$ cat config.mk
export PLATFORM = sky130hd
export DESIGN_NAME = switch_event_arbiter
export DESIGN_NICKNAME = d
export VERILOG_FILES = /design/src/rtl/switch_event_pkg.sv /design/src/rtl/round_robin_picker.sv /design/src/rtl/switch_event_arbiter.sv
export SDC_FILE = /design/constraint.sdc
export NUM_CORES = 1
export LEC_CHECK = 0
export ABC_AREA = 1
export BUFFER_PORTS_ARGS = -buffer_cell sky130_fd_sc_hd__buf_2
export CORE_MARGIN = 3
export CORE_UTILIZATION = 41
export DETAILED_ROUTE_END_ITERATION = 12
export GPL_TIMING_DRIVEN = 0
export HOLD_SLACK_MARGIN = 0.12
export PLACE_DENSITY = 0.69
export REMOVE_ABC_BUFFERS = 1
export SLEW_MARGIN = 20
export SYNTH_ARGS = -nofsm -noshare
export SYNTH_HDL_FRONTEND = slang
export SYNTH_SLANG_ARGS = --single-unit
$ cat constraint.sdc
create_clock -name i_Clk -period 2 [get_ports i_Clk]
set_input_delay 0.3 -clock i_Clk [delete_from_list [all_inputs] [get_ports i_Clk]]
set_output_delay 0.3 -clock i_Clk [all_outputs]
set_load 0.05 [all_outputs]
$ cat src/rtl/switch_event_pkg.sv
// Shared types and helpers for the switch event arbiter.
package switch_event_pkg;

    localparam int MAX_NUM_SW = 16;

    typedef enum logic {
        IDLE  = 1'b0,
        OFFER = 1'b1
    } state_t;

    function automatic int clog2_min1(input int n);
        return ($clog2(n) < 1) ? 1 : $clog2(n);
    endfunction

endpackage

$ cat src/rtl/round_robin_picker.sv
// Combinational round-robin search: first set request at or above start, wrapping at N-1.
module round_robin_picker #(
    parameter int N = 4,
    parameter int W = 2
) (
    input  logic [N-1:0] req,
    input  logic [W-1:0] start,
    output logic         any,
    output logic [W-1:0] sel
);

    int pos;

    // Scanning offsets from the far end down lets the nearest request win last.
    always_comb begin
        any = 1'b0;
        sel = '0;
        pos = 0;
        for (int k = N - 1; k >= 0; k--) begin
            pos = int'(start) + k;
            if (pos >= N) pos = pos - N;
            if (req[pos]) begin
                any = 1'b1;
                sel = W'(pos);
            end
        end
    end

endmodule

$ cat src/rtl/switch_event_arbiter.sv
// Queues one pending event per switch and hands them out round-robin over valid/ready.
// Define SWITCH_EVENT_RELEASE_EN to also report releases (adds o_Event_Press).
module switch_event_arbiter
    import switch_event_pkg::*;
#(
    parameter  int NUM_SW = 4,
    localparam int IDX_W  = clog2_min1(NUM_SW)
) (
    input  logic              i_Clk,
    input  logic              i_Reset,
    input  logic [NUM_SW-1:0] i_Switch,
    input  logic              i_Event_Ready,
    output logic              o_Event_Valid,
    output logic [IDX_W-1:0]  o_Event_Idx,
`ifdef SWITCH_EVENT_RELEASE_EN
    output logic              o_Event_Press,
`endif
    output logic [NUM_SW-1:0] o_Overrun,
    input  logic              i_Clear_Overrun,
    output logic              o_Fsm_State
);

    // Handshake: an event transfers on a rising edge where o_Event_Valid & i_Event_Ready.
    // Once raised, o_Event_Valid and o_Event_Idx hold until that transfer happens.
`ifdef SWITCH_EVENT_RELEASE_EN
    localparam int SLOTS = 2 * NUM_SW;
`else
    localparam int SLOTS = NUM_SW;
`endif
    localparam int SLOT_W = clog2_min1(SLOTS);

    state_t              state, state_next;
    logic                init;
    logic [NUM_SW-1:0]   sw_prev;
    logic [NUM_SW-1:0]   rise;
    logic [NUM_SW-1:0]   ov_set;
    logic [SLOTS-1:0]    pend, pend_next, set_req, clear_mask, lost;
    logic [SLOT_W-1:0]   ptr, cur_slot, next_slot, search_start, sel;
    logic                any, grant, handshake;

    assign rise = init ? '0 : (i_Switch & ~sw_prev);

`ifdef SWITCH_EVENT_RELEASE_EN
    logic [NUM_SW-1:0] fall;
    assign fall = init ? '0 : (~i_Switch & sw_prev);

    // Slot 2i is the press of switch i, slot 2i+1 its release.
    always_comb begin
        set_req = '0;
        ov_set  = '0;
        for (int i = 0; i < NUM_SW; i++) begin
            set_req[2*i]   = rise[i];
            set_req[2*i+1] = fall[i];
            ov_set[i]      = lost[2*i] | lost[2*i+1];
        end
    end

    assign o_Event_Idx   = IDX_W'(cur_slot >> 1);
    assign o_Event_Press = ~cur_slot[0];
`else
    assign set_req     = rise;
    assign ov_set      = lost;
    assign o_Event_Idx = cur_slot;
`endif

    assign next_slot    = (cur_slot == SLOT_W'(SLOTS - 1)) ? '0 : cur_slot + SLOT_W'(1);
    // While offering, a grant only happens on a handshake, so search from the slot after the current one.
    assign search_start = (state == OFFER) ? next_slot : ptr;

    round_robin_picker #(
        .N(SLOTS),
        .W(SLOT_W)
    ) u_picker (
        .req  (pend),
        .start(search_start),
        .any  (any),
        .sel  (sel)
    );

    always_comb begin
        state_next = state;
        grant      = 1'b0;
        handshake  = 1'b0;
        case (state)
            IDLE: begin
                if (any) begin
                    grant      = 1'b1;
                    state_next = OFFER;
                end
            end
            OFFER: begin
                if (i_Event_Ready) begin
                    handshake = 1'b1;
                    if (any) grant = 1'b1;
                    else state_next = IDLE;
                end
            end
            default: state_next = IDLE;
        endcase
    end

    always_comb begin
        clear_mask = '0;
        if (grant) clear_mask[sel] = 1'b1;
    end

    // A new request landing on a slot being granted is a fresh event, not a lost one.
    assign pend_next = (pend & ~clear_mask) | set_req;
    assign lost      = set_req & pend & ~clear_mask;

    always_ff @(posedge i_Clk) begin
        if (i_Reset) begin
            state <= IDLE;
        end else begin
            state <= state_next;
        end
    end

    always_ff @(posedge i_Clk) begin
        if (i_Reset) begin
            init      <= 1'b1;
            sw_prev   <= '0;
            pend      <= '0;
            ptr       <= '0;
            cur_slot  <= '0;
            o_Overrun <= '0;
        end else begin
            init      <= 1'b0;
            sw_prev   <= i_Switch;
            pend      <= pend_next;
            o_Overrun <= (i_Clear_Overrun ? '0 : o_Overrun) | ov_set;
            if (handshake) ptr <= next_slot;
            if (grant) cur_slot <= sel;
        end
    end

    assign o_Event_Valid = (state == OFFER);
    assign o_Fsm_State   = state;

endmodule
; Word-level counts from Yosys, hierarchy flattened
; Cells that the tools add are included.
[op_classes]
n_mux = 39
div_mod_pow = 0
add_sub_neg = 8
n_eq_ne = 1
bitwise = 9
n_mul = 0
shifts = 0
n_reduce_logical = 1
magnitude_cmp = 10
[op_table]
columns = operator, count
row1 = less-than comparator 32 x 4 -> 1 bit (second input constant), 4
row2 = 2-to-1 mux 32 bit, 4
row3 = >= comparator 32 x 4 -> 1 bit (second input constant), 3
row4 = subtractor 32 x 4 -> 32 bit (second input constant), 3
row5 = 2-to-1 mux 1 bit, 19
row6 = bitwise AND 4 bit, 4
row7 = 2-to-1 mux 2 bit, 6
row8 = 2-to-1 mux 4 bit, 3
row9 = binary-select mux 1 bit (select 2 bit), 4
row10 = inverter 4 bit, 2
row11 = bitwise OR 4 bit, 2
row12 = adder 2 x 2 -> 3 bit (second input constant), 2
row13 = one-hot mux 1 bit (2 select lines), 2
row14 = subtractor 2 x 3 -> 4 bit (second input constant), 1
row15 = adder 2 x 1 -> 3 bit (second input constant), 1
row16 = >= comparator 2 x 3 -> 1 bit (second input constant), 1
row17 = less-than comparator 2 x 3 -> 1 bit (second input constant), 1
row18 = adder 2 x 1 -> 2 bit (second input constant), 1
row19 = demux 1 bit (select 2 bit), 1
row20 = equality test 2 bit (second input constant), 1
row21 = >= comparator 2 x 1 -> 1 bit (second input constant), 1
row22 = logical AND 1 bit, 1
row23 = inverter 1 bit, 1
[totals]
romBits = 0
ramBits = 0
reg_bits = 18
output_inout_bits = 8
mem_count = 0
input_bits = 8
elab_cells = 75
latch_bits = 0

; Longest topological paths before layout
[logic_depth]
word_depth = 21
mapped_depth = 16
ltp_nobuf = 16

; Hierarchy
; Synthesis repeated with hierarchy kept, for this count alone.
[unflattened]
cells_unflattened = 148
hier_area_um2 = 960.9
[modules_own_cells]
columns = mod, cells_per_inst, seq_area_each_um2, area_per_inst_um2, instances
row1 = switch_event_arbiter, 102, 360.3, 748.2, 1
row2 = round_robin_picker, 46, 0.0, 212.7, 1

; Least setup slack after synthesis
; No wires, ideal clock.
[synth_timing]
kind = reg-to-reg
start = register cur_slot[0] (netlist: o_Event_Idx[0])
end = register o_Overrun[2]
required_ps = 1868
path_buffers = 0
arrival_ps = 2003
slack_ps = -135
setup_ps = 132
period_less_slack_ps = 2135
path_stages_with_launch = 15
path_cell_list = dfxtp_1 -> ha_1 -> inv_1 -> nand2_1 -> nand2_4 -> nand2_1 -> nand2_1 -> nand2_1 -> and2_1 -> nand2_1 -> nand2_1 -> nor2_1 -> nand2_1 -> nand2_1 -> a21oi_2
[synth_between]
elab_chain_cells = 21
word_cells_on_any_way = 51
cone_classes = add/sub: 8 / order compare: 6 / eq/ne: 1 / mux: 32 / bitwise: 3 / reduce/logical: 1
[synth_rtl]
columns = element, line
row1 = start: declaration, switch_event_arbiter.sv:38  ; logic [SLOT_W-1:0] ptr, cur_slot, next_slot, search_start, sel;
row2 = start signal: assignment, switch_event_arbiter.sv:133  ; if (grant) cur_slot <= sel;
row3 = adder 2 x 1 -> 2 bit or equality test 2 bit (tied branches), switch_event_arbiter.sv:66  ; assign next_slot = (cur_slot == SLOT_W'(SLOTS - 1)) ? '0 : cur_slot + SLOT_W'(1);
row4 = 2-to-1 mux 2 bit (*), switch_event_arbiter.sv:66
row5 = via next_slot[1], switch_event_arbiter.sv:38
row6 = 2-to-1 mux 2 bit (*), switch_event_arbiter.sv:68  ; assign search_start = (state == OFFER) ? next_slot : ptr;
row7 = adder 2 x 2 -> 3 bit, round_robin_picker.sv:20  ; pos = int'(start) + k;
row8 = subtractor 32 x 4 -> 32 bit or >= comparator 32 x 4 -> 1 bit (tied branches), round_robin_picker.sv:21  ; if (pos >= N) pos = pos - N;
row9 = 2-to-1 mux 32 bit, round_robin_picker.sv:21
row10 = binary-select mux 1 bit (select 2 bit), round_robin_picker.sv:22  ; if (req[pos]) begin
row11 = (+6 left out), --
row12 = less-than comparator 2 x 3 -> 1 bit (not written as such) or >= comparator 2 x 1 -> 1 bit (tied branches), switch_event_arbiter.sv:104  ; if (grant) clear_mask[sel] = 1'b1;
row13 = logical AND 1 bit (not written as such), switch_event_arbiter.sv:104
row14 = 2-to-1 mux 1 bit (not written as such), switch_event_arbiter.sv:104
row15 = demux 1 bit (select 2 bit), switch_event_arbiter.sv:104
row16 = 2-to-1 mux 4 bit (*), switch_event_arbiter.sv:104
row17 = inverter 4 bit (*), switch_event_arbiter.sv:109  ; assign lost = set_req & pend & ~clear_mask;
row18 = bitwise AND 4 bit (*), switch_event_arbiter.sv:109
row19 = bitwise OR 4 bit (*), switch_event_arbiter.sv:131  ; o_Overrun <= (i_Clear_Overrun ? '0 : o_Overrun) | ov_set;
row20 = end signal: assignment, switch_event_arbiter.sv:131
row21 = end: declaration, switch_event_arbiter.sv:18  ; output logic [NUM_SW-1:0] o_Overrun,
; The timed path passes the listed nets; every way through them passes the cells marked *. The select of a mux whose other input is x is not followed.
; A chain may end at the register's enable or synchronous reset.

; Worst setup path in the final report
; Same ends and word-level chain as after synthesis.

==> flow_summary.json <==
{
  "yosysSeqAreaShare_pct": 35.9,
  "synth_mux_area_share_pct": 0,
  "numCtsBuffers": 3,
  "drt_iter0_markers": 23,
  "maxCapViolCount": 0,
  "ant_nets": 0,
  "gp_congestion": 0.875,
  "hold_slack_ns": 0.212,
  "fin_util_pct": 51.0,
  "fill_cells": 232,
  "syn2layout_area_growth_pct": 15.6,
  "placed_area_sq_um": 1100,
  "grt_max_degree": 19,
  "rrSetupSlack_ns": 0.18,
  "synth_fa_ha_area_share_pct": 1.25,
  "crit_top_cell": "nand2_1",
  "cts_tree": "done",
  "vias_per_cell": 4.67,
  "min_period_over_period_pct": 91.0,
  "slew_viol_final": 0,
  "start_kind": "register",
  "slowest_stage": "dfxtp_4",
  "die-area_sq_um": 3080,
  "ctsHoldBuffers": 0,
  "synth_top_family_by_area": "simple AND/OR/NAND/NOR gates",
  "rsz0062_at_grt": "false",
  "avgSynthCellArea_sq_um": 6.28,
  "post-dp-hpwl_mm": 1.61,
  "clockRootBuffer": "clkbuf_4",
  "synth_compound_area_share_pct": 9.96,
  "finalCriticalPeriod_ns": 1.82,
  "hold_viol": 0,
  "timing.final.ws_setup_ns": 0.179,
  "slew_headroom_pct": 77.1,
  "path_max_fanout": 6,
  "overflow": 0,
  "insertion_delay_ns": 0.29,
  "final_common_cell": "nand2_1",
  "grt_usage_pct": 13.4,
  "clk_pin_slew_worst_paths_ns": 0.10,
  "worstPathArrival_ns": 2.00,
  "fin_area_sq_um": 1160,
  "cp_cell_sequence": "ha_4, inv_1, nand2_1, nand2_4, nand2_1, nand2_1, nand2_1, and2_1, nand2_1, nand2_2, nor2_2, nand2_1, nand2_1, a21oi_2",
  "synthXorXnorAreaFrac_pct": 0,
  "fmax_ghz": 0.549,
  "outcome": "finished, final reports clean",
  "synth_cell_type_count": 21,
  "synth_seq_cells": 18,
  "place_ws_ns": 0.0360,
  "synth-simple-area-share_pct": 42.8,
  "cts_sinks": 18,
  "via_count": 953,
  "numPortBuffers": 15,
  "drive_above_1_share_pct": 22.7,
  "crit_type": "register to register",
  "pwr_density_cell_nw_per_um2": 927,
  "post-cts-setup-buffers": 0,
  "leakagePower_nw": 0.577,
  "fin_nets": 186,
  "synthCells": 160,
  "grt_pass1_vias": 841,
  "peakVddDrop_mv": 0.573,
  "clock_path_buffers": 2,
  "rows": 17,
  "diodes": 0,
  "skew_ns": 0.00171,
  "worstHoldPathType": "input port to register",
  "wl_per_cell_microns": 9.96,
  "grt_first_pass_wirelength_mm": 3.48,
  "yosysWarnings": 0,
  "syn_area_sq_um": 1000,
  "drt-total-wl_mm": 2.03,
  "final_cell_mix": "52 x nand2_1, 21 x inv_1, 17 x nor2_1",
  "end_kind": "register",
  "ios": 16,
  "chipHeight_microns": 55.5,
  "cpPeakStageDelay_ns": 0.38,
  "setup_violations": 0,
  "antenna_found_initial": 0,
  "core-area_sq_um": 2280,
  "required_ns": 2.18,
  "power_mw": 1.08,
  "drcViolationCount": 0,
  "die_w_microns": 55.5,
  "worstMarginPinSlew_ns": 0.343,
  "start_util_pct": 44.1,
  "dr.pass1.iters": 4,
  "h-tree-depth": 1
}
==> worst max-delay path, delay by kind of cell, from the launching register on <==
family,cells,cell delay (ns)
adder cells (fa/ha/maj),1,0.25
AND/OR/NAND/NOR,11,0.98
AO/OA/AOI/OAI,1,0.05
flip-flops,1,0.38
buffers and inverters,1,0.05
==> final timing paths <==
path                                      from      endpoint  depth (start not counted)
worst max register to register  o_Event_Idx[0]  o_Overrun[2]                         14
worst min-delay path               i_Switch[1]    sw_prev[1]                          3
worst max-delay path            o_Event_Idx[0]  o_Overrun[2]                         14
worst min register to register    o_Overrun[3]  o_Overrun[3]                          2
==> stage by stage <==
stage	TNS (ns)	cells
after floorplan	-2.28	157
after global placement	0	200
after detailed placement	0	200
after CTS	0	204
after global routing	0	204
final	0	204
==> synth_stat cells (all sizes together) <==
cell type	instances	area share, %
a21oi	13	7.6
nor2	18	6.7
a211oi	1	0.75
buf	1	0.75
a31oi	1	0.62
nand4	1	0.62
inv	23	8.6
o21ai	2	1.0
or2	1	0.62
ha	1	1.2
clkbuf	2	0.75
nor3	1	0.50
and2	1	0.62
nand2	63	27
nand3	13	6.5
dfxtp	18	36
==> power breakdown <==
part	leakage [nW]	internal, mW	switching, mW
Sequential	0.149	0.389	0.0289
Combinational	0.407	0.137	0.296
Clock	0.0210	0.111	0.114
Total	0.577	0.638	0.439
==> state kept, by name (all words and copies together), names as in the netlist <==
| register | flops |
|---|---|
| o_Overrun | 4 |
| pend | 4 |
| sw_prev | 4 |
| o_Event_Idx | 2 |
| ptr | 2 |
| init | 1 |
| o_Event_Valid | 1 |
==> logic make-up (layout without fill, tap and decap cells) <==
logic type,count (synthesis),count (layout)
AND/OR/NAND/NOR,98,98
flip-flops,18,18
buffers and inverters,26,42
adder cells (fa/ha/maj),1,1
AO/OA/AOI/OAI,17,17
==> routing by layer <==
metal	share of wire [%]	up-vias	GRT usage [%]
li1	-	528	-
met1	50	407	17.5
met2	46	14	23.3
met3	2.6	4	1.64
met4	1.3	0	3.47
met5	0	-	0
==> area by class of cell <==
type                            count  area [sq um]  area share, %
Timing Repair Buffer               15          75.1           6.47
Tap cell                           28          35.0           3.02
Clock buffer                        4          36.3           3.13
Inverter                           23          86.3           7.44
Sequential cell                    18           365           31.5
Multi-Input combinational cell    116           563           48.5
==> what timing repair did <==
action	CTS	global route
endpoints found under the hold margin	0	0
endpoints found under the setup margin	0	9
resized for setup	0	7
(Power assumes the default switching activity.)
